===== src/rtl/div_pkg.sv =====
// Shared types and constants for the 16/8 sequential restoring divider.
package div_pkg;

  localparam int DW = 16;
  localparam int VW = 8;

  localparam logic [2:0] CNT_LAST = 3'd7;

  typedef enum logic [2:0] {
    S_IDLE = 3'b000,
    S_CALC = 3'b001,
    S_DONE = 3'b010,
    S_ERR  = 3'b011
  } state_e;

endpackage


===== src/rtl/div_step.sv =====
// One combinational restoring-division step: shift in a dividend bit, trial-subtract the divisor.
module div_step
  import div_pkg::*;
(
  input  logic [VW-1:0] pr,
  input  logic          din,
  input  logic [VW-1:0] dv,
  output logic [VW-1:0] pr_nxt,
  output logic          qbit
);

  logic [VW:0] t;

  assign t    = {pr, din};
  assign qbit = (t >= {1'b0, dv});
  // Result is always < dv, so it fits back into VW bits in both branches.
  assign pr_nxt = qbit ? VW'(t - {1'b0, dv}) : t[VW-1:0];

endmodule


===== src/rtl/seq_div_16x8.sv =====
// Sequential 16/8 restoring divider, one quotient bit per clock, start/done handshake.
// Optional DIV_STATE_OUT_EN exposes the state register on state_out.
module seq_div_16x8
  import div_pkg::*;
#(
  parameter int DW = div_pkg::DW,
  parameter int VW = div_pkg::VW
) (
  input  logic          clk,
  input  logic          reset_a_n,
  input  logic          start,
  input  logic [DW-1:0] dividend,
  input  logic [VW-1:0] divisor,
  output logic [VW-1:0] quotient,
  output logic [VW-1:0] remainder,
  output logic          done,
  output logic          busy,
  output logic          err
`ifdef DIV_STATE_OUT_EN
  ,output logic [2:0]   state_out
`endif
);

  state_e        state;
  logic [2:0]    cnt;
  logic [VW-1:0] dvsr;
  // Partial remainder kept as VW bits: the invariant pr < divisor keeps its 9th bit zero.
  logic [VW-1:0] pr;
  logic [VW-1:0] sr;
  logic [VW-1:0] pr_nxt;
  logic          qbit;
  logic          ovf;

  assign ovf = (divisor == '0) || (dividend[DW-1:VW] >= divisor);

  div_step u_step (
    .pr     (pr),
    .din    (sr[VW-1]),
    .dv     (dvsr),
    .pr_nxt (pr_nxt),
    .qbit   (qbit)
  );

  always_ff @(posedge clk or negedge reset_a_n) begin
    if (!reset_a_n) begin
      state     <= S_IDLE;
      cnt       <= '0;
      dvsr      <= '0;
      pr        <= '0;
      sr        <= '0;
      quotient  <= '0;
      remainder <= '0;
      done      <= 1'b0;
      busy      <= 1'b0;
      err       <= 1'b0;
    end else begin
      done <= 1'b0;
      case (state)
        S_IDLE, S_DONE, S_ERR: begin
          if (start) begin
            if (ovf) begin
              state <= S_ERR;
              busy  <= 1'b0;
              err   <= 1'b1;
            end else begin
              state <= S_CALC;
              busy  <= 1'b1;
              err   <= 1'b0;
              dvsr  <= divisor;
              pr    <= dividend[DW-1:VW];
              sr    <= dividend[VW-1:0];
              cnt   <= '0;
            end
          end else if (state == S_DONE) begin
            state <= S_IDLE;
          end
        end
        S_CALC: begin
          if (start) begin
            // Abort: partial results are dropped, published outputs untouched.
            state <= S_ERR;
            busy  <= 1'b0;
            err   <= 1'b1;
          end else begin
            pr  <= pr_nxt;
            sr  <= {sr[VW-2:0], qbit};
            cnt <= cnt + 3'd1;
            if (cnt == CNT_LAST) begin
              state     <= S_DONE;
              busy      <= 1'b0;
              done      <= 1'b1;
              quotient  <= {sr[VW-2:0], qbit};
              remainder <= pr_nxt;
            end
          end
        end
        default: begin
          state <= S_ERR;
          busy  <= 1'b0;
          err   <= 1'b1;
        end
      endcase
    end
  end

`ifdef DIV_STATE_OUT_EN
  assign state_out = state;
`endif

endmodule


===== config.mk =====
export PLATFORM = sky130hd
export DESIGN_NAME = seq_div_16x8
export DESIGN_NICKNAME = d
export VERILOG_FILES = /design/src/rtl/div_pkg.sv /design/src/rtl/div_step.sv /design/src/rtl/seq_div_16x8.sv
export SDC_FILE = /design/constraint.sdc
export NUM_CORES = 1
export LEC_CHECK = 0
export CAP_MARGIN = 20
export CORE_ASPECT_RATIO = 0.9
export CORE_MARGIN = 2
export CORE_UTILIZATION = 30
export CTS_CLUSTER_SIZE = 25
export DETAILED_ROUTE_END_ITERATION = 16
export GPL_TIMING_DRIVEN = 0
export PLACE_DENSITY = 0.51
export SETUP_SLACK_MARGIN = 0.02
export SLEW_MARGIN = 10
export SYNTH_ARGS = -nofsm -noshare
export SYNTH_HDL_FRONTEND = slang
export SYNTH_SLANG_ARGS = --single-unit

===== constraint.sdc =====
create_clock -name clk -period 3.38 [get_ports clk]
set_clock_uncertainty 0.2 [all_clocks]
set_input_delay 0.676 -clock clk [delete_from_list [all_inputs] [get_ports clk]]
set_output_delay 0.676 -clock clk [all_outputs]
set_load 0.01 [all_outputs]

After elaboration in Yosys (flattened, before gate mapping)
Cells that the tools add are included.

Register bits after elaboration: 49. Bits of input ports: 27. Output and inout bits: 19. Logic and storage cells: 68.

$add $sub $neg: 2. Order comparisons: 2. Eq/ne operators: 10. Muxes and demuxes: 31. Bitwise gates (word level): 2. Reduce and logical (&&, ||, !) cells: 11.

Operator list (count): two-way mux 8 bit (7); case mux 8 bit (2 select lines) (2); two-way mux 3 bit (7); case mux 3 bit (2 select lines) (2); two-way mux 1 bit (10); greater-or-equal comparator 9 x 8 -> 1 bit (1); greater-or-equal comparator 8 bit (1); logical NOT 8 bit (1); != test 2 bit, second input constant (4); subtractor 8 bit (1); equality test 3 x 2 -> 1 bit, second input constant (2); != test 3 bit, second input constant (2); AND reduction 2 bit (3); AND reduction 3 bit (2); case mux 1 bit (2 select lines) (2); AND reduction 4 bit (1); adder 3 x 1 -> 3 bit, second input constant (1); equality test 3 x 1 -> 1 bit, second input constant (1); equality test 3 bit, second input constant (1); logical NOT 3 bit (1); OR reduction 3 bit (1); two-way mux 2 bit (1); inverter 1 bit (2); nonzero test 2 bit (1); logical OR 1 bit (1).

Longest topological paths before layout
Gate-level depths: netlist of the first run.

Depth after elaboration: 5. Depth in mapped cells: 11. Mapped depth without buffers: 9.

By module
Synthesis of the first run repeated with hierarchy kept, for this count alone.

Cells, all modules: 274. Area, all modules: 2859.0 um^2.

By module, submodules not included: seq_div_16x8 (instances 1, cells an instance 204, area an instance 2347.3 um^2, sequential area each 1201.2 um^2); div_step (instances 1, cells an instance 70, area an instance 511.7 um^2, sequential area each 0.0 um^2).

Worst setup path before layout of the first run
OpenSTA, ideal clock, no wires.

Path kind: register to register. Start: reg state[0]. End: reg pr[6]. Library setup time: 126 ps. Arrival: 2410 ps. Data required time: 3054 ps. Slack: 644 ps. Cell stages (with the launch flop): 11. Buffers on the path: 4. Period minus slack after synthesis: 2736 ps. Cell sequence: dfrtp_1 > nand2_1 > clkbuf_1 > clkbuf_1 > ha_1 > buf_1 > nand2_1 > o21a_1 > buf_6 > and2_0 > a221o_1.

Cells in the longest elaborated chain, start to end: 4. Elaborated cells between the ends (all ways): 11. Classes of those cells: eq/ne (6); mux (1); reduce/logical (4).

Ends and longest elaborated chain: start, declared (RTL line seq_div_16x8.sv:24) `state_e state;`; start signal, assigned (RTL line seq_div_16x8.sv:46) `state <= S_IDLE;`; start signal, assigned (RTL line seq_div_16x8.sv:62) `state <= S_ERR;`; start signal, assigned (RTL line seq_div_16x8.sv:66) `state <= S_CALC;`; equality test 3 x 2 -> 1 bit or logical NOT 3 bit (tied branches) (RTL line seq_div_16x8.sv:58) `case (state)`; OR reduction 3 bit (RTL line seq_div_16x8.sv:58); != test 2 bit (no line) or nonzero test 2 bit (tied branches); AND reduction 4 bit (no line); end signal, assigned (RTL line seq_div_16x8.sv:70) `pr <= dividend[DW-1:VW];`; end signal, assigned (RTL line seq_div_16x8.sv:85) `pr <= pr_nxt;`; end, declared (RTL line seq_div_16x8.sv:28) `logic [VW-1:0] pr;`.

Parallel ways exist; a longest one is shown, timed or not. A chain may end at the register's enable or synchronous reset.

Worst setup path in the final report of the first run
Start: reg state[1]. End: reg pr[6].

Same word-level chain as after synthesis.

==> results.yml, run 1 <==
timing:
  hold_violations: 0
  fin_tns_setup_ns: 0
  maxSlewViolCount: 0
  tightest_slew_ns: 0.554
  setup_violations: 0
  slew-limit-headroom_pct: 63.1
  rsz0062_at_grt: "false"
  period_share_pct: 89.4
  fin_crit_ns: 3.02
  fmax_mhz: 331
routing:
  wl_met1_um: 3600
  vias: 2158
  dr.max_layer_used: "met4"
  wl_um: 6610
  viasPerCell: 4.76
  first_iter_violations: 85
  met2_length_um: 2700
  met3_length_um: 239
  ant_nets: 0
  first_pass_iters: 4
  wire_per_inst_um: 14.6
  drc: 0
synthesis:
  ys_ff_latch: 48
  yosysSeqAreaShare_pct: 43.4
  avgSynthCellArea_sq_um: 9.96
  synthArstFlopShare_pct: 100
  synth_warnings: 0
  synth_edf_count: 0
  yosys.area.top_type: "dfrtp_1"
  syn_nets: 328
  synth_cell_type_count: 51
  synth_ff_type: "dfrtp_1"
  synthTopCellsByArea: "dfrtp_1 43%, ha_1 9.9%, mux2i_1 4.7%"
  yosys.area.top_type_share_pct: 43.4
  syn_area_sq_um: 2770
  synthCells: 278
die:
  coreArea_sq_um: 9040
  die_x_um: 105
  initial_core_util_pct: 30.6
  fp.dieArea_sq_um: 10000
  die_h_um: 95.1
  ios: 46
  rows: 33
power:
  ir_drop_mv: 0.244
  pwr-share-comb_pct: 58.3
  sw_frac_of_total_pct: 44.9
  p_int_w: 0.00164
  p_leak_nw: 1.65
  p_clk_share_pct: 12.1
  power_frac_seq_pct: 29.6
  powerDensity_nw_per_um2: 852
  p_switching_w: 0.00133
clock_tree:
  cts_root_buffer: "clkbuf_8"
  numCtsBuffers: 5
  cts_max_level: 2
  postCtsSetupBuffers: 0
  clock_path_buffers: 2
  cts-hold-fix-buffers: 0
  path_clk_slew_ns: 0.10
  clk_latency_ns: 0.31
  clock_sink_count: 48
  cts_tree: "done"
setup_path:
  path_class: "reg2reg"
  crit_fanout: 11
  endpoint_kind: "flip-flop"
  critPathRequiredTime_ns: 3.38
  start_kind: "flip-flop"
  arrival_ns: 3.02
finish:
  mostFrequentLayoutCell: "dfrtp_1"
  fin_nets: 380
  register_area_sq_um: 1200
  layout.cells.non_filler: 453
  multiInputGateArea_sq_um: 1430
  area_delta_synth_final_pct: 25.7
  drive_gt1_share_pct: 11.5
  mostFrequentLayoutCells: "48 x dfrtp_1, 44 x clkdlybuf4s50_1, 27 x nand2_1, 24 x inv_1"
  diodes: 0
  fill_cells: 940
  fin_area_sq_um: 3480
run:
  drv_cap: 0
run_status:
  outcome: "finished clean"
grt:
  grt_use_total_pct: 14.3
  grt_max_degree: 29
  grt_pass1_wl_um: 11200
  antenna_found_initial: 0
  gr-total-overflow: 0
  grt_pass1_vias: 2137
placement:
  post-dp-hpwl_um: 5140
  dp_cells: 446
  io_buffers: 45
  routabilityCongestion: 0.795
  postPlaceCellArea_sq_um: 3390
hold_path:
  hold_class: "in2async"
cells in the mapped netlist, types with 3 or more instances:
| master | n |
|---|---|
| nand3_1 | 7 |
| nand2_1 | 28 |
| nor2_1 | 22 |
| a31oi_1 | 11 |
| xnor2_1 | 3 |
| mux2i_1 | 13 |
| nor4b_1 | 3 |
| mux2_2 | 9 |
| inv_1 | 24 |
| ha_1 | 22 |
| dfrtp_1 | 48 |
| o211ai_1 | 5 |
| clkbuf_1 | 3 |
| or2_2 | 3 |
| a21oi_1 | 20 |
| buf_2 | 5 |
| nor2b_1 | 3 |
| o21ai_0 | 6 |
| nor4_1 | 3 |
| a21o_1 | 3 |
power by group through the flow:
stage / registers, W / logic [W] / clock network, W
final: 0.000880 / 0.00173 / 0.000358
after global routing: 0.000910 / 0.00196 / 0.000397
after CTS: 0.000881 / 0.00174 / 0.000372
after detailed placement: 0.000893 / 0.00172 / 0
after global placement: 0.000890 / 0.00170 / 0
after floorplan: 0.000867 / 0.00127 / 0
registers in the layout (all words and copies together), names as in the netlist:
signal,cells
pr,8
sr,8
done,1
cnt,3
busy,1
err,1
dvsr,8
remainder,8
state,2
quotient,8
worst max-delay path: stages, from the launching register on:
cell,delay [ns]
dfrtp_1,0.40
inv_1,0.09
nand2_1,0.17
clkbuf_2,0.26
clkbuf_2,0.27
ha_1,0.56
nand2_2,0.24
o21a_1,0.18
buf_6,0.14
and2_0,0.15
a221o_1,0.25
area by class of cell:
| cell class | instances | area share [%] |
|---|---|---|
| flip-flops and latches | 48 | 34.5 |
| plain buffers | 9 | 1.44 |
| inverters | 24 | 2.59 |
| well taps | 122 | 4.39 |
| clock inverters | 3 | 0.683 |
| repair buffers | 46 | 13.4 |
| multi-input cells | 196 | 41.0 |
| clock buffers | 5 | 1.98 |
worst paths after layout:
path                       cells past startpoint     endpoint  slack [ns]      start
max in group asynchronous                      2        pr[7]        2.34  reset_a_n
hold reg to reg                                1       cnt[1]        0.31     cnt[1]
setup / recovery                              10        pr[6]        0.36   state[1]
hold / removal                                 1  quotient[3]        0.12  reset_a_n
min in group clk                               1       cnt[1]        0.31     cnt[1]
setup reg to reg                              10        pr[6]        0.36   state[1]
repair_timing:
action,in CTS,in global routing
gates cloned,0,0
resized for setup,2,1
setup endpoints to repair,18,15
cell families (layout without fill, tap and decap cells):
kind of cell,after synthesis,after routing,share of synthesized area (%)
xor+xnor,5,5,1.58
flops,48,48,43.4
mux,23,23,8.90
compound gates,65,65,16.2
simple gates,80,80,14.2
buf+inv,34,87,5.11
fa+ha+maj,23,23,10.7
stage by stage:
stage | util (%) | power, W | hold WS [ns] | setup slack (ns)
floorplan | - | 0.00214 | 0.180 | 0.644
global placement | 37.3 | 0.00259 | 0.280 | -0.205
detailed placement | 37.5 | 0.00261 | 0.288 | -0.225
CTS | 38.5 | 0.00299 | 0.128 | 0.0353
global route | 38.5 | 0.00326 | 0.150 | 0.0944
finish | 38.5 | 0.00297 | 0.116 | 0.359
per-layer routing:
layer	track usage, %	vias to the layer above
met5	0	-
met4	3.33	0
met3	2.60	5
met2	20.5	49
met1	22.0	1014
li1	-	1090
Power figures use the tool's default switching activity.
==> run 2, diff against run 1 <==
Settings changed: ABC_AREA set to 1, PLACE_DENSITY 0.51 to 0.52.
Clock period 3.38 ns to 2.75 ns, I/O delays scaled along.
==> results.yml, run 2 <==
placement:
  routabilityCongestion: 0.845
  io_buffers: 45
  place_ws_ns: -0.00118
  postPlaceCellArea_sq_um: 3690
  post-dp-hpwl_um: 5870
synthesis:
  synth_common_cells: "126 x nand2_1, 48 x dfrtp_1, 40 x inv_1"
  synth_ff_type: "dfrtp_1"
  syn_nets: 433
  syn_area_sq_um: 3070
  ys_ff_latch: 48
  yosysSeqAreaShare_pct: 39.2
  synth_most_common_cell: "nand2_1"
  yosys.area.top_type: "dfrtp_1"
  yosys.area.top_type_share_pct: 39.2
  synthTopCellsByArea: "dfrtp_1 39%, nand2_1 15%, ha_1 9.0%"
  synth_edf_count: 0
  synthCells: 383
  synth_cell_type_count: 33
  synth_warnings: 0
  synthArstFlopShare_pct: 100
  avgSynthCellArea_sq_um: 8.00
power:
  power_w: 0.00405
  p_leak_nw: 1.93
  ir_drop_mv: 0.344
  powerDensity_nw_per_um2: 1060
clock_tree:
  path_clk_slew_ns: 0.06
  cts_max_level: 2
  postCtsSetupBuffers: 0
  clock_path_buffers: 2
  clk_latency_ns: 0.28
  ctsResizeCount: 0
  cts-hold-fix-buffers: 0
  cts_root_buffer: "clkbuf_16"
  clock_sink_count: 48
  numCtsBuffers: 5
  cts_tree: "done"
finish:
  diodes: 0
  drive_gt1_share_pct: 16.5
  mostFrequentLayoutCell: "nand2_1"
  mostFrequentLayoutCells: "126 x nand2_1, 48 x dfrtp_1, 44 x clkdlybuf4s50_1, 40 x inv_1"
  area_delta_synth_final_pct: 24.7
  fin_nets: 486
  fin_area_sq_um: 3820
timing:
  fmax_mhz: 409
  fin_crit_ns: 2.44
  setup_violations: 0
  slew-limit-headroom_pct: 71.8
  period_share_pct: 88.8
  final.setup.worst_slack_ns: 0.307
  fin_tns_setup_ns: 0
  maxSlewViolCount: 0
  whs_ns: -0.00866
  rsz0062_at_grt: "false"
  tightest_slew_ns: 0.423
  hold_violations: 9
grt:
  grt_pass1_vias: 2632
  grt_use_total_pct: 14.3
  grt_pass1_wl_um: 12900
  gr-total-overflow: 0
  antenna_found_initial: 0
  grt_max_degree: 32
setup_path:
  path_class: "in2reg"
  endpoint: "sr[5]"
  r2r-end: "sr[5]"
  arrival_ns: 2.42
  rr_worst_depth: 11
  critPathRequiredTime_ns: 2.73
  slowest_delay_ns: 0.71
  crit_fanout: 10
  critPathSlowestCell: "clkdlybuf4s50_1"
  path_cells: "clkdlybuf4s50_1 > inv_1 > ha_1 > nand2_1 > nand2_4 > buf_12 > nand2_2 > o21ai_2"
  crit_cells: 8
  start_kind: "primary input"
  crit_buf_inv: 3
  endpoint_kind: "flip-flop"
  cpLargestDelayFamily: "buffers and inverters"
  rr_startpoint: "state[0]"
  setup.worst_path.start: "start"
  r2r_slack_ns: 0.48
routing:
  wire_per_inst_um: 13.3
  ant_nets: 0
  wl_um: 7460
  viasPerCell: 4.59
  vias: 2579
  first_pass_iters: 4
  drc: 0
  first_iter_violations: 72
run_status:
  violations: "hold timing"
  outcome: "complete, but fails checks"
hold_path:
  hold_class: "in2async"
die:
  die_h_um: 99.9
  fp.dieArea_sq_um: 11000
  initial_core_util_pct: 31.3
  die_x_um: 111
  coreArea_sq_um: 9780
  ios: 46
  rows: 34
run:
  drv_cap: 0
==> run 2: cell count changes in the layout (fill, tap and decap cells not counted), sizes merged, moves of 6 or more <==
cell / delta
nand2: +109
o21ai: +25
inv: +23
nand3: +21
a21oi: -12
mux2i: -12
mux2: -10
o211ai: -6
==> run 2: per-stage QoR <==
stage	cells	utilization (%)
after floorplan	383	-
after global placement	554	37.5
after detailed placement	555	37.7
after global routing	562	39.1
final	562	39.1
after CTS	562	39.1
==> run 2: logic make-up after synthesis <==
kind of cell	synth area share, %
AO/OA/AOI/OAI	10.2
XOR/XNOR	0.857
adder cells (fa/ha/maj)	9.63
buffers and inverters	9.14
flip-flops	39.2
multiplexers	0.327
AND/OR/NAND/NOR	30.7
==> run 2: how the worst min path moves through the flow <==
| stage | from | end | slack (ns) |
|---|---|---|---|
| 2_1_floorplan | reset_a_n | busy | 0.05 |
| 3_3_place_gp | remainder[1] | remainder[1] | 0.26 |
| 3_5_place_dp | remainder[1] | remainder[1] | 0.27 |
| 4_1_cts | reset_a_n | sr[3] | 0.005 |
| 5_1_grt | reset_a_n | sr[3] | 0.03 |
| 6_report | reset_a_n | sr[3] | -0.009 |
==> run 2: routing by layer <==
metal / track usage, % / share of wire (%) / wire length [um] / up-vias
met5: 0 / 0 / 0 / -
met4: 3.65 / 0.59 / 44 / 0
met3: 2.23 / 3.9 / 289 / 4
met2: 22.1 / 43 / 3190 / 58
met1: 21.1 / 53 / 3940 / 1191
li1: - / - / - / 1326
==> run 2: where the power goes <==
group          total (W)  switching (W)  internal (W)
registers        0.00108       0.000149      0.000933
logic            0.00238        0.00146      0.000923
clock network   0.000586       0.000255      0.000331
total            0.00405        0.00186       0.00219
==> run 2: area by class of cell <==
cell class,instances,area [sq um]
Inverter,47,176
Clock buffer,6,129
Multi-Input combinational cell,277,1580
Fill cell,1031,5960
Sequential cell,48,1200
Tap cell,126,158
Timing Repair Buffer,46,465
Clock inverter,1,5.00
Buffer,11,104
